File: src/rtl/ex_muldiv_unit.sv
// Iterative RV32M multiply/divide unit for the EX stage.
// Shift-add multiply and restoring divide, one bit per cycle.
module ex_muldiv_unit #(
  parameter int XLEN  = 32,
  parameter int CNT_W = 5
) (
  input  logic            clk,
  input  logic            rst,
  input  logic            start,
  input  logic [2:0]      op,
  input  logic [XLEN-1:0] a,
  input  logic [XLEN-1:0] b,
  input  logic            flush,
  output logic            stall,
  output logic            done,
  output logic [XLEN-1:0] result
);

  typedef enum logic [1:0] {
    S_IDLE,
    S_MUL,
    S_DIV,
    S_DONE
  } state_t;

  localparam logic [XLEN-1:0] MIN = {1'b1, {(XLEN-1){1'b0}}};

  state_t            state, state_nx;
  logic [CNT_W-1:0]  cnt;
  logic [1:0]        op_q;
  logic              neg;
  logic [2*XLEN-1:0] prod, mcand;
  logic [XLEN-1:0]   mplier, quo, rem, dvs;

  logic              a_sgn, b_sgn, neg_in;
  logic              special, last, accept;
  logic [XLEN-1:0]   a_mag, b_mag, spec_val;
  logic [2*XLEN-1:0] prod_nx, prod_fin;
  logic [XLEN:0]     rem_sh, sub;
  logic              q_bit;
  logic [XLEN-1:0]   rem_nx, quo_nx;
  logic [XLEN-1:0]   div_raw, div_val, mul_val;

  always_comb begin
    unique case (op)
      3'b000, 3'b001, 3'b100, 3'b110: begin
        a_sgn = a[XLEN-1];
        b_sgn = b[XLEN-1];
      end
      3'b010: begin
        a_sgn = a[XLEN-1];
        b_sgn = 1'b0;
      end
      default: begin
        a_sgn = 1'b0;
        b_sgn = 1'b0;
      end
    endcase
  end

  assign a_mag  = a_sgn ? -a : a;
  assign b_mag  = b_sgn ? -b : b;
  // Remainder takes the dividend sign; everything else the product sign.
  assign neg_in = (op[2] & op[1]) ? a_sgn : (a_sgn ^ b_sgn);

  always_comb begin
    special  = 1'b0;
    spec_val = '0;
    if (op[2] && b == '0) begin
      special  = 1'b1;
      spec_val = op[1] ? a : '1;
    end else if (op[2] && !op[0] && a == MIN && b == '1) begin
      special  = 1'b1;
      spec_val = op[1] ? '0 : MIN;
    end
  end

  assign last     = cnt == CNT_W'(XLEN - 1);
  assign accept   = (state == S_IDLE) & start & ~flush;

  assign prod_nx  = prod + (mplier[0] ? mcand : '0);
  assign prod_fin = neg ? -prod_nx : prod_nx;
  assign mul_val  = (op_q == 2'b00) ? prod_fin[XLEN-1:0]
                                    : prod_fin[2*XLEN-1:XLEN];

  assign rem_sh   = {rem, quo[XLEN-1]};
  assign sub      = rem_sh - {1'b0, dvs};
  assign q_bit    = rem_sh >= {1'b0, dvs};
  assign rem_nx   = XLEN'(q_bit ? sub : rem_sh);
  assign quo_nx   = {quo[XLEN-2:0], q_bit};
  assign div_raw  = op_q[1] ? rem_nx : quo_nx;
  assign div_val  = neg ? -div_raw : div_raw;

  always_comb begin
    state_nx = state;
    unique case (state)
      S_IDLE: begin
        if (start) begin
          if (!op[2])       state_nx = S_MUL;
          else if (special) state_nx = S_DONE;
          else              state_nx = S_DIV;
        end
      end
      S_MUL:   if (last) state_nx = S_DONE;
      S_DIV:   if (last) state_nx = S_DONE;
      default: state_nx = S_IDLE;
    endcase
    if (flush) state_nx = S_IDLE;
  end

  assign stall = ~rst & ~flush &
                 ((state == S_IDLE & start) |
                  state == S_MUL | state == S_DIV);
  assign done  = (state == S_DONE) & ~flush;

  always_ff @(posedge clk or posedge rst) begin
    if (rst) state <= S_IDLE;
    else     state <= state_nx;
  end

  always_ff @(posedge clk or posedge rst) begin
    if (rst) begin
      cnt    <= '0;
      op_q   <= '0;
      neg    <= 1'b0;
      prod   <= '0;
      mcand  <= '0;
      mplier <= '0;
      quo    <= '0;
      rem    <= '0;
      dvs    <= '0;
      result <= '0;
    end else if (accept) begin
      cnt    <= '0;
      op_q   <= op[1:0];
      neg    <= neg_in;
      prod   <= '0;
      mcand  <= {{XLEN{1'b0}}, a_mag};
      mplier <= b_mag;
      quo    <= a_mag;
      rem    <= '0;
      dvs    <= b_mag;
      if (special) result <= spec_val;
    end else if (!flush && state == S_MUL) begin
      cnt    <= cnt + 1'b1;
      prod   <= prod_nx;
      mcand  <= mcand << 1;
      mplier <= mplier >> 1;
      if (last) result <= mul_val;
    end else if (!flush && state == S_DIV) begin
      cnt    <= cnt + 1'b1;
      quo    <= quo_nx;
      rem    <= rem_nx;
      if (last) result <= div_val;
    end
  end

endmodule

File: config.mk
export PLATFORM = sky130hd
export DESIGN_NAME = ex_muldiv_unit
export DESIGN_NICKNAME = d
export VERILOG_FILES = /design/src/rtl/ex_muldiv_unit.sv
export SDC_FILE = /design/constraint.sdc
export NUM_CORES = 1
export LEC_CHECK = 0
export ABC_AREA = 1
export BUFFER_PORTS_ARGS = -buffer_cell sky130_fd_sc_hd__buf_2
export CORE_AREA = 4 4 243 245
export CTS_CLUSTER_SIZE = 20
export DETAILED_ROUTE_END_ITERATION = 10
export DIE_AREA = 0 0 247 249
export GPL_TIMING_DRIVEN = 0
export PLACE_DENSITY = 0.76
export SYNTH_ARGS = -nofsm -noshare
export SYNTH_HDL_FRONTEND = slang
export SYNTH_SLANG_ARGS = --single-unit
File: constraint.sdc
create_clock -name clk -period 21 [get_ports clk]
set_input_delay 0 -clock clk [delete_from_list [all_inputs] [get_ports clk]]
set_output_delay 0 -clock clk [all_outputs]
set_load 0.02 [all_outputs]
# [After elaboration in Yosys (flattened, before gate mapping)]
# Index checks and enable logic that the tools add are counted.
[totals] register_bits=298 out_inout_bits=34 word_cells=111 inputBits=71
[classes] magnitude_cmp=1 addsub=7 eq_ne=16 bitwise_logic=11 mux=44 reduce_logical=21
[ops] op="two-way mux 32 bit" n=24
[ops] op="two-way mux 64 bit" n=6
[ops] op="negation 32 bit" n=3
[ops] op="adder 64 bit" n=1
[ops] op="equality test 32 bit, second input constant" n=2
[ops] op="negation 64 bit" n=1
[ops] op="greater-or-equal comparator 33 x 32 -> 1 bit" n=1
[ops] op="logical NOT 32 bit" n=1
[ops] op="subtractor 32 bit" n=1
[ops] op="two-way mux 5 bit" n=3
[ops] op="!= test 3 bit, second input constant" n=3
[ops] op="two-way mux 2 bit" n=4
[ops] op="AND 1 bit" n=6
[ops] op="equality test 3 bit, second input constant" n=2
[ops] op="logical AND 1 bit" n=6
[ops] op="two-way mux 1 bit" n=6
[ops] op="adder 5 x 1 -> 5 bit, second input constant" n=1
[ops] op="equality test 5 bit, second input constant" n=1
[ops] op="OR reduction 5 bit" n=1
[ops] op="equality test 2 bit, second input constant" n=2
[ops] op="logical NOT 2 bit" n=2
[ops] op="!= test 2 bit, second input constant" n=2
[ops] op="case mux 2 bit (2 select lines)" n=1
[ops] op="AND reduction 2 bit" n=2
[ops] op="14 further kinds" n=18

# [Longest topological paths before layout]
# Gate-level depths: netlist of the first run.
[logic_depth] depth_word=11 ltp_mapped=33 mapped_depth_nobuf=31

# [Worst setup path after synthesis of the first run]
# OpenSTA, ideal clock, no wires.
[synth_timing] path_kind="input-to-output" start="input port rst" end="output port stall" path_stages=3 path_buffers=0 path_slack_ps=14340 arrival_ps=6660 required_ps=21000 path_cell_list="inv_1 nand2_1 inv_1"
[synth_via] elab_chain_cells=3
[synth_lines] item="from (decl)" line_no="8" source="input logic rst,"
[synth_lines] item="NOT 1 bit" line_no="111" source="assign stall = ~rst & ~flush &"
[synth_lines] item="AND 1 bit (2 in series)" line_no="111"
[synth_lines] item="to (decl)" line_no="14" source="output logic stall,"
# No other way between the ends.

# [Final worst setup path of the first run]
[layout_timing] start="register mplier[0]" end="register result[28]"
[layout_via] elab_chain_cells=8
[layout_lines] item="from (decl)" line_no="33" source="logic [XLEN-1:0] mplier, quo, rem, dvs;"
[layout_lines] item="from (signal assigned)" line_no="139" source="mplier <= b_mag;"
[layout_lines] item="from (signal assigned)" line_no="148" source="mplier <= mplier >> 1;"
[layout_lines] item="two-way mux 64 bit *" line_no="81" source="assign prod_nx = prod + (mplier[0] ? mcand : '0);"
[layout_lines] item="adder 64 bit *" line_no="81"
[layout_lines] item="negation 64 bit" line_no="82" source="assign prod_fin = neg ? -prod_nx : prod_nx;"
[layout_lines] item="two-way mux 64 bit *" line_no="82"
[layout_lines] item="two-way mux 32 bit *" line_no="83" source="assign mul_val = (op_q == 2'b00) ? prod_fin[XLEN-1:0]"
[layout_lines] item="two-way mux 32 bit *" line_no="149" source="if (last) result <= mul_val;"
[layout_lines] item="two-way mux 32 bit *" line_no="144" source="end else if (!flush && state == S_MUL) begin"
[layout_lines] item="two-way mux 32 bit *" line_no="133" source="end else if (accept) begin"
[layout_lines] item="to (signal assigned)" line_no="143" source="if (special) result <= spec_val;"
[layout_lines] item="to (signal assigned)" line_no="149"
[layout_lines] item="to (signal assigned)" line_no="154" source="if (last) result <= div_val;"
[layout_lines] item="to (decl)" line_no="16" source="output logic [XLEN-1:0] result"
# Mark *: on every way between the ends. The rest lies on a longest branch, timed or not. The select of a mux whose other input is x is not followed.
# A chain may end at the register's enable or synchronous reset.

==> impl_results.md, run 1 <==
* Outcome: finished, violations left
* Violated checks: hold timing
* Max FO, Critical Path at 10
* Share of the clock period used by the worst path after layout at 28.74%
* Aggregate global-route resource usage at 38.18%
* Num CTS Buffers at 37
* Cell count after synthesis at 4678
* Post-synthesis share of cell area spent on xor and xnor gates at 1.521%
* Root buffer cell: sky130_fd_sc_hd__clkbuf_16
* Basic-gate share of the synthesized area counting and, or, nand and nor cells at 39.85%
* Layout area overhead at 11.77%
* WP buf/inv at 6
* First-iteration detailed-routing DRC count at 3338
* Power per unit of standard cell area at 113.6 mW/mm^2
* Antenna violation net count after detailed routing at 0
* Depth of the critical timing path with buffers and inverters included at 27
* Length in cells of the worst reg-to-reg path at 27
* CTS Sinks at 298
* Part of the Yosys area used for sequential elements at 26.43%
* Source of the worst register-to-register timing path: mplier[0]$_DFFE_PP0P_
* DIE AREA at 0.06150 mm^2
* Master of the slowest instance on the critical path: sky130_fd_sc_hd__clkbuf_1
* Setup TNS at 0 ps
* Routed wire per std cell at 21.15 um
* RSZ-0062 raised after global routing: false
* Final total power at 3.582 mW
* Global placer's final weighted congestion at 1.073
* Area of the mapped netlist at 0.02822 mm^2
* Pin count of the biggest net entering global routing at 125
* Die X at 247 um
* Final hold slack at -15.26 ps
* Main combinational cell family by area after synthesis: simple AND/OR/NAND/NOR gates
* CTS max path bufs at 3
* Setup slack of the worst register-to-register path at 14970 ps
* Share of cell area taken by muxes after synthesis at 0%
* Static Leakage at 17.91 nW
* Critical path data required time at 21480 ps
* Fraction of the mapped netlist area in compound gates at 13.78%
* CP arrival at 6520 ps
* End of the worst register-to-register path: result[28]$_DFFE_PP0P_
* Fraction of layout cells with a size suffix above 1 at 9.613%
* Remaining routing DRC violations at 0
* CP endpoint kind: flip-flop
* Total of warnings raised by yosys at 0
* Maximum VDD drop at 0.07082 mV
* Core footprint at 0.05714 mm^2
* CP startpoint kind: flip-flop
* Y dimension of the die at 249 um
* Final-stage net count at 5063
* Final HPWL from detailed placement at 98110 um
* Count of buffers inserted at the top-level ports at 104
* CP dominant cell by count: sky130_fd_sc_hd__nand2_1
* # rows at 88
* Drt total wl at 120000 um
* Worst slew pin tran at 1184 ps
* Max Slew Vio Count at 0
* Avg Inst Size Synth at 6.032 um^2
* Number of antenna violations at the first check in global routing at 4
* Post-synthesis async set-or-reset flop share at 100.0%
* Count of max-cap constraint violations at 0
* Delay-heaviest family, CP: simple AND/OR/NAND/NOR gates
* Post-Syn Nets at 4858
* Number of enable-type register cells in the synthesized netlist at 0
* Post-layout min period at 6035 ps
* Largest stage delay, worst path at 710 ps
* Clock latency reported for the late side of the worst-skew pair at 590 ps
* PostCTS Resize Cnt at 0
* # setup viols final at 0
* Max Freq at 165.7 MHz
* Clock tree skew after final layout at 35.72 ps
* Overflow left after global routing at 0
* Synth Register Bits at 298
* Netlist cell types at 64
* HP Class: primary input to asynchronous set/reset pin
* Post-Synth Adder-Cell Area at 4.886%
* Global-route wire length before repair at 178300 um
* Total via count in the routed design at 31760
* Initial Util at 49.38%
* Number of optimization iterations in the first detailed-route pass at 6
* Kind of critical path: flip-flop to flip-flop
* Number of global-route vias before repair at 29750
* Most common flop cell mapped by yosys: sky130_fd_sc_hd__dfrtp_1
* Vias per inst at 5.596
* Ports placed on the boundary at 105
* Final Hold Viols at 2
* Worst relative slew slack at 20.78%
* TritonCTS clock tree: yes
* H-tree levels at 2
* Post-CTS clock slew at the launch and capture registers of the worst setup and hold paths at 70 ps
[cell usage in the layout, fill, tap and decap left out, drive strengths merged, types with 34 or more instances in the layout]
| cell | Yosys | layout |
|---|---|---|
| o21ai | 287 | 287 |
| nor2 | 419 | 419 |
| nand4 | 53 | 53 |
| xor2 | 39 | 39 |
| dfrtp | 298 | 298 |
| dlygate4sd3 | 0 | 60 |
| o22ai | 40 | 40 |
| o221ai | 34 | 34 |
| inv | 855 | 862 |
| ha | 107 | 107 |
| a21oi | 206 | 206 |
| nand2 | 1653 | 1653 |
| nor3 | 44 | 44 |
| buf | 44 | 150 |
| clkbuf | 78 | 122 |
| nand3 | 341 | 341 |
[synthesized netlist by cell type (all sizes together), types with 24 or more instances]
library cell	number	area, um^2
o22ai	40	250.2
xor2	39	341.6
nand4	53	331.6
nor2	419	1832
nand3	341	1899
a21o	24	180.2
buf	44	284.0
o221ai	34	297.8
clkbuf	78	300.3
nand2	1653	6481
inv	855	3212
dfrtp	298	7457
o21ai	287	1500
ha	107	1339
a21oi	206	1061
or2	31	193.9
nor3	44	291.5
[cell type report]
cell class / count / area [um^2]
antenna: 1 / 2.502
buffer: 122 / 584.3
clock buffer: 44 / 982.2
clock inverter: 22 / 195.2
fill: 5900 / 25610
inverter: 861 / 3242
multi-input combinational: 3397 / 16940
sequential: 298 / 7457
tap: 765 / 957.2
timing repair buffer: 166 / 1176
[flip-flops by register name (all words and copies together), names as in the netlist]
signal and count:
prod 64, quo 32, op_q 2, neg 1
result 32, state 2, rem 32, cnt 5
dvs 32, mcand 64, mplier 32
[per-stage QoR]
stage	hold slack, ps	util (%)	setup WS, ps	instances	instance area [um^2]
after detailed placement	78.23	52.07	15250	5549	29760
final	-15.26	55.19	14970	5676	31540
after CTS	10.51	55.18	15220	5675	31540
after floorplan	79.79	-	12750	4678	28220
after global routing	48.25	55.18	14780	5675	31540
after global placement	313.8	51.96	8945	5547	29690
[routing by layer]
metal	part of all wire [%]	vias to the layer above	GRT usage (%)
met5	0	-	0
met4	9.3	0	28.16
met3	8.9	477	7.083
met2	43	1645	59.78
met1	38	14550	46.74
li1	-	15090	-
[worst reg2reg max path, stage by stage, from the launching register on]
cell	delay, ps
sky130_fd_sc_hd__dfrtp_1	350
sky130_fd_sc_hd__clkbuf_1	710
sky130_fd_sc_hd__clkbuf_1	590
sky130_fd_sc_hd__nand2_1	210
sky130_fd_sc_hd__inv_1	100
sky130_fd_sc_hd__ha_1	260
sky130_fd_sc_hd__inv_1	80
sky130_fd_sc_hd__fa_1	380
sky130_fd_sc_hd__inv_1	120
sky130_fd_sc_hd__nand2_1	110
sky130_fd_sc_hd__nand2_1	130
sky130_fd_sc_hd__nand3_2	110
sky130_fd_sc_hd__nand2_2	150
sky130_fd_sc_hd__nand2_1	110
sky130_fd_sc_hd__nand3_1	230
sky130_fd_sc_hd__nand2_1	150
sky130_fd_sc_hd__nand2_1	100
sky130_fd_sc_hd__nand2_1	50
sky130_fd_sc_hd__nand2_1	280
sky130_fd_sc_hd__nand2_1	170
sky130_fd_sc_hd__nor2_1	130
sky130_fd_sc_hd__nand4_1	150
sky130_fd_sc_hd__o21ai_2	360
sky130_fd_sc_hd__a21oi_1	110
sky130_fd_sc_hd__o21ai_0	400
sky130_fd_sc_hd__nand3_1	250
sky130_fd_sc_hd__nand2_1	120
sky130_fd_sc_hd__inv_1	40
[kinds of logic (layout without fill, tap and decap cells)]
family,after synthesis,after routing
compound gates,667,667
fa+ha+maj,109,109
buf+inv,983,1215
other cells,0,1
xor+xnor,49,49
simple gates,2572,2572
flops,298,298
[worst max path at each step]
stage / start / end / slack [ps]
after floorplan: rst / cnt[0]$_DFFE_PP0P_ / 12750
after global placement: rst / mplier[22]$_DFFE_PP0P_ / 8950
after detailed placement: mplier[0]$_DFFE_PP0P_ / result[28]$_DFFE_PP0P_ / 15250
after CTS: mplier[0]$_DFFE_PP0P_ / result[28]$_DFFE_PP0P_ / 15220
after global routing: mplier[0]$_DFFE_PP0P_ / result[28]$_DFFE_PP0P_ / 14780
final: mplier[0]$_DFFE_PP0P_ / result[28]$_DFFE_PP0P_ / 14970
[power breakdown]
group          total [mW]  internal, mW  switching [mW]
sequential          0.798         0.722          0.0762
clock               0.649         0.354           0.295
combinational        2.13         0.602            1.53
total                3.58          1.68            1.90
[repair_timing]
action                                 4_1_cts  5_1_grt
endpoints found under the hold margin      162        0
setup buffers                                0        0
hold buffers                                60        0
Note: power is estimated with default switching activity, not from simulation.
==> run 2, diff against run 1 <==
clock period = 5.87 ns   (was 21 ns; I/O delays follow)
==> run 2 against run 1 <==
  * The run now ends clean
  * Global-route usage decreased by 0.19 points
  * Sequential cell count is the same
  * Sequential share of layout area shrank 0.20 points
  * Clock skew shrank 14 ps
  * Critical path depth decreased by 1
  * Via count decreased by 0.49%
==> impl_results.md, run 2 (synthesized netlist as in run 1, its figures left out) <==
* Final-stage net count at 5067
* CP arrival at 5900 ps
* Number of optimization iterations in the first detailed-route pass at 7
* Max Freq at 183.8 MHz
* Count of buffers inserted at the top-level ports at 104
* Final hold slack at 32.24 ps
* Maximum VDD drop at 0.3290 mV
* Final Hold Viols at 0
* Fraction of layout cells with a size suffix above 1 at 9.825%
* Launch point of the worst hold path: a[27]
* Utilization after layout at 55.65%
* Commonest cells after routing, fill and taps aside: sky130_fd_sc_hd__nand2_1, sky130_fd_sc_hd__inv_1, sky130_fd_sc_hd__nor2_1
* Overflow left after global routing at 0
* Static Leakage at 18.04 nW
* TritonCTS clock tree: yes
* Most common cell after layout, fill and taps aside: sky130_fd_sc_hd__nand2_1
* Global placer's final weighted congestion at 1.050
* Core footprint at 0.05714 mm^2
* Count of max-cap constraint violations at 0
* Layout area overhead at 12.71%
* # setup viols final at 0
* CP endpoint kind: flip-flop
* Setup slack of the worst register-to-register path at 430 ps
* Source of the worst register-to-register timing path: mplier[0]$_DFFE_PP0P_
* Post-layout min period at 5442 ps
* Final HPWL from detailed placement at 98340 um
* DIE AREA at 0.06150 mm^2
* Share of the clock period used by the worst path after layout at 92.71%
* Y dimension of the die at 249 um
* HP Class: primary input to flip-flop
* Outcome: complete, no violations
* Drt total wl at 119900 um
* Buffers inserted during post-CTS setup optimization at 0
* # rows at 88
* Max Slew Vio Count at 0
* Number of global-route vias before repair at 29430
* Ports placed on the boundary at 105
* Number of antenna violations at the first check in global routing at 1
* Worst relative slew slack at 23.12%
* Power per unit of standard cell area at 410.8 mW/mm^2
* First-iteration detailed-routing DRC count at 3297
* Max FO, Critical Path at 11
* Instance count along the most critical hold path at 5
* Aggregate global-route resource usage at 38.00%
* Length in cells of the worst reg-to-reg path at 26
* Total via count in the routed design at 31610
* Clock tree skew after final layout at 22.18 ps
* CP startpoint kind: flip-flop
* Cell total after placement at 5555
* Final total power at 13.06 mW
* Post-CTS clock slew at the launch and capture registers of the worst setup and hold paths at 60 ps
* Biggest regs: mcand (64), prod (64)
* Initial Util at 49.38%
* Vias per inst at 5.563
* Instance area at placement at 0.02986 mm^2
* Final cell count without fillers at 5682
* Finished Cell Area at 0.03180 mm^2
* Layout fillers at 5824
* H-tree levels at 2
* Num CTS Buffers at 38
* Critical path origin: mplier[0]$_DFFE_PP0P_
* Kind of critical path: flip-flop to flip-flop
* Worst slew pin tran at 1153 ps
* Root buffer cell: sky130_fd_sc_hd__clkbuf_16
* End of the worst register-to-register path: result[28]$_DFFE_PP0P_
* Global-route wire length before repair at 176900 um
* Die X at 247 um
* CTS max path bufs at 3
* Remaining routing DRC violations at 0
* Antenna violation net count after detailed routing at 0
* Pin count of the biggest net entering global routing at 43
* Critical path data required time at 6330 ps
* Multi-input logic area at 0.01694 mm^2
* Sequential cell area at 0.007457 mm^2
* RSZ-0062 raised after global routing: false
* Routed wire per std cell at 21.10 um
* CTS Sinks at 298
* Clock latency reported for the late side of the worst-skew pair at 580 ps
* End of the worst hold path: result[27]$_DFFE_PP0P_
[run 2: cell types whose count changed in the layout (fill, tap and decap cells not counted), sizes merged]
cell	change
clkinv	-1
buf	+6
inv	-6
dlygate4sd3	-2
clkbuf	+5
bufinv	+4
[run 2: worst max path at each step]
stage / depth (start not counted) / endpoint
floorplan: 3 / stall
global placement: 5 / stall
detailed placement: 27 / result[28]$_DFFE_PP0P_
CTS: 27 / result[28]$_DFFE_PP0P_
global route: 28 / result[14]$_DFFE_PP0P_
finish: 26 / result[28]$_DFFE_PP0P_
[run 2: through the flow]
stage                     setup WS [ps]  TNS, ps
after floorplan                    1223        0
after global placement            -1063   -32890
after detailed placement          142.6        0
after CTS                         102.6        0
after global routing              207.4        0
final                             428.0        0
[run 2: metal layers]
layer	global-route usage [%]	wire [um]	vias to the layer above
met5	0	0	-
met4	26.42	10600	0
met3	5.457	10040	431
met2	59.59	52490	1670
met1	48.08	46780	14380
li1	-	-	15130
[run 2: layout make-up]
type                            count  share of cell area, %
Tap cell                          765                  3.010
Clock inverter                     19                 0.7672
Sequential cell                   298                  23.45
Timing Repair Buffer              170                  3.966
Clock buffer                       50                  3.521
Buffer                            121                  1.829
Multi-Input combinational cell   3397                  53.27
Antenna cell                        1               0.007868
Inverter                          861                  10.18
[run 2: where the power goes]
group          switching, mW  internal (mW)
clock network           1.03           1.57
registers              0.294           2.58
logic                   5.43           2.16
total                   6.75           6.31
[run 2: critical path, stage by stage (launching register included)]
cell and delay [ps]:
sky130_fd_sc_hd__dfrtp_1 780, sky130_fd_sc_hd__clkbuf_2 420, sky130_fd_sc_hd__nand2_1 160, sky130_fd_sc_hd__inv_1 90, sky130_fd_sc_hd__ha_1 240, sky130_fd_sc_hd__inv_1 80, sky130_fd_sc_hd__fa_1 400, sky130_fd_sc_hd__inv_1 120
sky130_fd_sc_hd__nand2_1 100, sky130_fd_sc_hd__nand2_1 130, sky130_fd_sc_hd__nand3_1 110, sky130_fd_sc_hd__nand2_1 160, sky130_fd_sc_hd__nand2_1 130, sky130_fd_sc_hd__nand3_2 180, sky130_fd_sc_hd__nand2_1 120, sky130_fd_sc_hd__nand2_1 100
sky130_fd_sc_hd__nand2_1 50, sky130_fd_sc_hd__nand2_1 290, sky130_fd_sc_hd__nand2_1 120, sky130_fd_sc_hd__nor3_1 180, sky130_fd_sc_hd__nand4_1 160, sky130_fd_sc_hd__o21ai_2 330, sky130_fd_sc_hd__a21oi_1 120, sky130_fd_sc_hd__o21ai_0 390
sky130_fd_sc_hd__nand3_1 220, sky130_fd_sc_hd__nand2_1 110, sky130_fd_sc_hd__inv_1 40
[run 2: what timing repair did]
action | CTS | global route
resized for setup | 0 | 2
setup endpoints to repair | 0 | 14
hold buffers | 58 | 0
hold endpoints to repair | 241 | 0
